**config.mk**
```make
export PLATFORM = sky130hd
export DESIGN_NAME = seq_detect_param
export DESIGN_NICKNAME = d
export VERILOG_FILES = /design/src/rtl/seq_detect_param.sv
export SDC_FILE = /design/constraint.sdc
export NUM_CORES = 1
export LEC_CHECK = 0
export CORE_MARGIN = 3
export CORE_UTILIZATION = 30
export CTS_CLUSTER_SIZE = 10
export DETAILED_ROUTE_END_ITERATION = 10
export GPL_TIMING_DRIVEN = 0
export SLEW_MARGIN = 40
export SYNTH_ARGS = -nofsm -noshare
export SYNTH_HDL_FRONTEND = slang
export SYNTH_SLANG_ARGS = --single-unit
```
**constraint.sdc**
```tcl
create_clock -name clk -period 1.7 [get_ports clk]
set_clock_uncertainty 0.05 [all_clocks]
set_input_delay 0.17 -clock clk [delete_from_list [all_inputs] [get_ports clk]]
set_output_delay 0.17 -clock clk [all_outputs]
set_load 0.01 [all_outputs]
```
**src/rtl/seq_detect_param.sv**
```systemverilog
// seq_detect_param: serial pattern detector that matches with prefix-depth tracking.
// It has a registered match pulse and a saturating match counter.
module seq_detect_param #(
    parameter int                 PAT_LEN = 4,
    parameter logic [PAT_LEN-1:0] PATTERN = 4'b1101,
    parameter bit                 OVERLAP = 1'b1,
    parameter int                 CNT_W   = 8
) (
    input  logic             clk,
    input  logic             reset_n,
    input  logic             en,
    input  logic             x,
    input  logic             clr_cnt,
    output logic             z,
    output logic [CNT_W-1:0] match_cnt,
    output logic             seen
);
    localparam int DW = $clog2(PAT_LEN);

    if (PAT_LEN < 2 || PAT_LEN > 16) begin : g_bad_len
        $error("seq_detect_param: PAT_LEN must be within 2..16");
    end

    // Longest proper prefix of PATTERN that is a suffix of (d prefix bits, b).
    // A full match falls out as the KMP border unless non-overlapping.
    function automatic int next_depth(input int d, input bit b);
        logic [16:0] s;
        int          best;
        bit          ok;
        s    = '0;
        s[0] = b;
        for (int i = 1; i <= d; i++) s[i] = PATTERN[PAT_LEN-d-1+i];
        best = 0;
        for (int k = 1; k < PAT_LEN; k++) begin
            if (k <= d + 1) begin
                ok = 1'b1;
                for (int i = 0; i < k; i++) if (s[i] != PATTERN[PAT_LEN-k+i]) ok = 1'b0;
                if (ok) best = k;
            end
        end
        if (!OVERLAP && d == PAT_LEN - 1 && b == PATTERN[0]) best = 0;
        return best;
    endfunction

    logic [DW-1:0]    nxt [PAT_LEN][2];
    logic [DW-1:0]    d, d_nxt;
    logic [CNT_W-1:0] cnt_nxt;
    logic             hit, seen_nxt;

    for (genvar i = 0; i < PAT_LEN; i++) begin : g_row
        for (genvar b = 0; b < 2; b++) begin : g_col
            assign nxt[i][b] = DW'(next_depth(i, b));
        end
    end

    always_comb begin
        hit      = en && d == DW'(PAT_LEN - 1) && x == PATTERN[0];
        d_nxt    = en ? nxt[d][x] : d;
        cnt_nxt  = clr_cnt ? CNT_W'(hit) : (hit && match_cnt != '1) ? match_cnt + 1'b1 : match_cnt;
        seen_nxt = !clr_cnt && (seen || hit);
    end

    always_ff @(posedge clk) begin
        if (!reset_n) begin
            d         <= '0;
            z         <= 1'b0;
            match_cnt <= '0;
            seen      <= 1'b0;
        end else begin
            d         <= d_nxt;
            z         <= hit;
            match_cnt <= cnt_nxt;
            seen      <= seen_nxt;
        end
    end
endmodule

```
==> impl_metrics.env <==
export IMPL_outcome="finished clean"
export IMPL_instances_no_fill=111
export IMPL_grt_pass1_vias=514
export IMPL_htreeDepth=1
export IMPL_core_area_um2=1840
export IMPL_max_cap_viol_count=0
export IMPL_grt_use_total=0.107
export IMPL_synth_top_family_by_area="simple AND/OR/NAND/NOR gates"
export IMPL_hold_end="seen$_SDFF_PN0_"
export IMPL_hp_start="seen$_SDFF_PN0_"
export IMPL_synth_simple_area_share=0.224
export IMPL_antenna_cells=0
export IMPL_end_kind="flip-flop"
export IMPL_max_freq_mhz=644
export IMPL_place_inst=108
export IMPL_critPathMaxFanout=6
export IMPL_initial_utilization=0.341
export IMPL_cts_clk_slew_worst_paths_ns=0.07
export IMPL_peakVddDrop_mv=0.319
export IMPL_synth_seq_area_share=0.383
export IMPL_ant_nets=0
export IMPL_min_path_type="reg2reg"
export IMPL_cts_root_buf="clkbuf_4"
export IMPL_avgSynthCellArea_um2=9.08
export IMPL_viasPerCell=4.99
export IMPL_drc=0
export IMPL_cts_tree="done"
export IMPL_syn_area_um2=627
export IMPL_synth_area_mux_share=0.0319
export IMPL_worstPathRequired_ns=1.80
export IMPL_final_net_count=97
export IMPL_finalCritPeriodShare=0.914
export IMPL_synth_seq_cells=12
export IMPL_ff_latch_area_um2=241
export IMPL_num_fill_cells=220
export IMPL_arrival_ns=1.66
export IMPL_numCtsBuffers=3
export IMPL_final_cell_mix="14 x clkdlybuf4s50_1, 11 x dfxtp_1, 9 x nor2_1, 5 x nand2_1"
export IMPL_grt_pass1_wl_mm=2.19
export IMPL_switching_share=0.231
export IMPL_clkPwrFrac=0.343
export IMPL_p_int_uw=388
export IMPL_synth_xor_area_frac=0.0699
export IMPL_synth_compound_area_frac=0.176
export IMPL_synthAdderAreaFrac=0.0798
export IMPL_cts_path_max_buffers=2
export IMPL_combPwrFrac=0.083
export IMPL_wl_mm=1.30
export IMPL_cts_setup_buffers=0
export IMPL_finalCriticalPeriod_ns=1.55
export IMPL_rows=15
export IMPL_worstRegToRegCells=5
export IMPL_postLayoutCellArea_um2=823
export IMPL_yosys_warnings=0
export IMPL_place_port_buffers=14
export IMPL_dp_hpwl_mm=1.01
export IMPL_pwr_share_seq=0.574
export IMPL_relSlewSlack=0.764
export IMPL_rr_startpoint="d[1]$_SDFFE_PN0P_"
export IMPL_die_y_um=51.7
export IMPL_grt_max_degree=9
export IMPL_place_congestion=0.836
export IMPL_slew_violations=0
export IMPL_ioPinCount=15
export IMPL_rsz0062_at_grt="no"
export IMPL_initialDrtViolationCount=2
export IMPL_die_x_um=51.7
export IMPL_drive_above_1_share=0.0814
export IMPL_vias=554
export IMPL_final_common_cell="clkdlybuf4s50_1"
export IMPL_path_class="reg2reg"
export IMPL_setup_viol=0
export IMPL_netlist_instances=69
export IMPL_start_kind="flip-flop"
export IMPL_hold_viol_final=0
export IMPL_yosysUniqueCellTypes=27
export IMPL_cts_sinks=12
export IMPL_rrSetupSlack_ns=0.15
export IMPL_hold_depth=2
export IMPL_holdWs_ns=0.437
export IMPL_area_growth_synth_to_final_pct=31.3
export IMPL_placed_cell_area_um2=798
export IMPL_firstDrtPassIters=3
export IMPL_grt_remaining_overflow=0
export IMPL_p_switching_uw=117
export IMPL_syn_nets=78
export IMPL_r2r_end="match_cnt[6]$_SDFFE_PP0P_"
export IMPL_antenna_found_initial=0
export IMPL_clk_latency_ns=0.27
export IMPL_pwr_density_cell_nw_per_um2=613
export IMPL_p_leak_uw=0.000294
export IMPL_worst_pin_slew_ns=0.355
export IMPL_die_area_um2=2670
export IMPL_multi_input_area_um2=365
export IMPL_wire_per_inst_um=11.7
-- cell type report --
class,instances,area share
multi-input combinational,53,0.444
clock buffer,3,0.0274
timing repair buffer,14,0.170
tap,25,0.0380
buffer,2,0.0182
sequential,12,0.293
inverter,2,0.00912
-- state kept, by name, indices dropped and copies added (netlist names) --
register / flops
match_cnt: 8
d: 2
seen: 1
z: 1
-- cells by family (layout without fill, tap and decap cells) --
logic type | after synthesis | count (layout)
buffers and inverters | 4 | 21
DFF | 12 | 12
AOI/OAI and AO/OA | 14 | 14
muxes | 2 | 2
xor gates and xnor gates | 5 | 5
adders and majority gates | 4 | 4
and+or+nand+nor | 28 | 28
-- worst max path at each step --
stage	start	end	slack, ns
floorplan	match_cnt[0]$_SDFFE_PN0P_	match_cnt[7]$_SDFFE_PP0P_	0.21
finish	d[1]$_SDFFE_PN0P_	match_cnt[6]$_SDFFE_PP0P_	0.15
global route	d[1]$_SDFFE_PN0P_	match_cnt[7]$_SDFFE_PP0P_	0.04
detailed placement	x	match_cnt[6]$_SDFFE_PP0P_	-0.002
global placement	x	match_cnt[6]$_SDFFE_PP0P_	-0.004
CTS	match_cnt[0]$_SDFFE_PN0P_	match_cnt[7]$_SDFFE_PP0P_	0.08
-- metal layers --
layer / up-vias / track usage / part of all wire
met4: 0 / 0.0393 / 0.013
met2: 11 / 0.180 / 0.45
met1: 255 / 0.135 / 0.49
met5: - / 0 / 0
met3: 2 / 0.0201 / 0.041
li1: 286 / - / -
-- repair_timing --
item | 4_1_cts | 5_1_grt
hold buffers | 0 | 0
setup endpoints to repair | 0 | 1
gates resized for setup | 0 | 2
-- worst max-delay path: stages (launching register included) --
cell     delay, ns
dfxtp_1       0.42
ha_1          0.22
nand3_1       0.14
nor4_1        0.39
xnor2_1       0.16
nor2_1        0.05
-- power by group through the flow --
stage               sequential (uW)  combinational (uW)  clock, uW
finish                          290                41.8        173
global route                    290                46.5        191
CTS                             290                41.7        181
detailed placement              296                41.5          0
global placement                296                40.0          0
floorplan                       295                21.4          0
-- synthesized netlist by cell type (all sizes together) --
cell type  count  area, um^2
clkbuf         1        3.75
xor2           1        8.76
a2111oi        1        27.5
o211a          1        10.0
nand2          5        18.8
mux2i          2        20.0
nor3           1        5.00
and4           1        8.76
and2           1        6.26
nand2b         1        6.26
ha             4        50.1
a21boi         1        7.51
nand4          3        18.8
nand4b         1        8.76
o211ai         1        7.51
xnor2          4        35.0
a211oi         3        22.5
nand3          3        15.0
dfxtp         12         240
o21ai          4        20.0
buf            1        11.3
inv            2        7.51
nor4           1        6.26
a21oi          3        15.0
and3           2        12.5
nor2           9        33.8
-- metrics by stage --
stage                     setup slack (ns)  utilization  setup TNS [ns]  power [uW]
after floorplan                      0.208            -               0         317
after global placement            -0.00421        0.434        -0.00421         336
final                                0.147        0.448               0         505
after detailed placement          -0.00216        0.434        -0.00431         338
after CTS                           0.0775        0.446               0         512
after global routing                0.0422        0.448               0         528
Power figures use the tool's default switching activity.
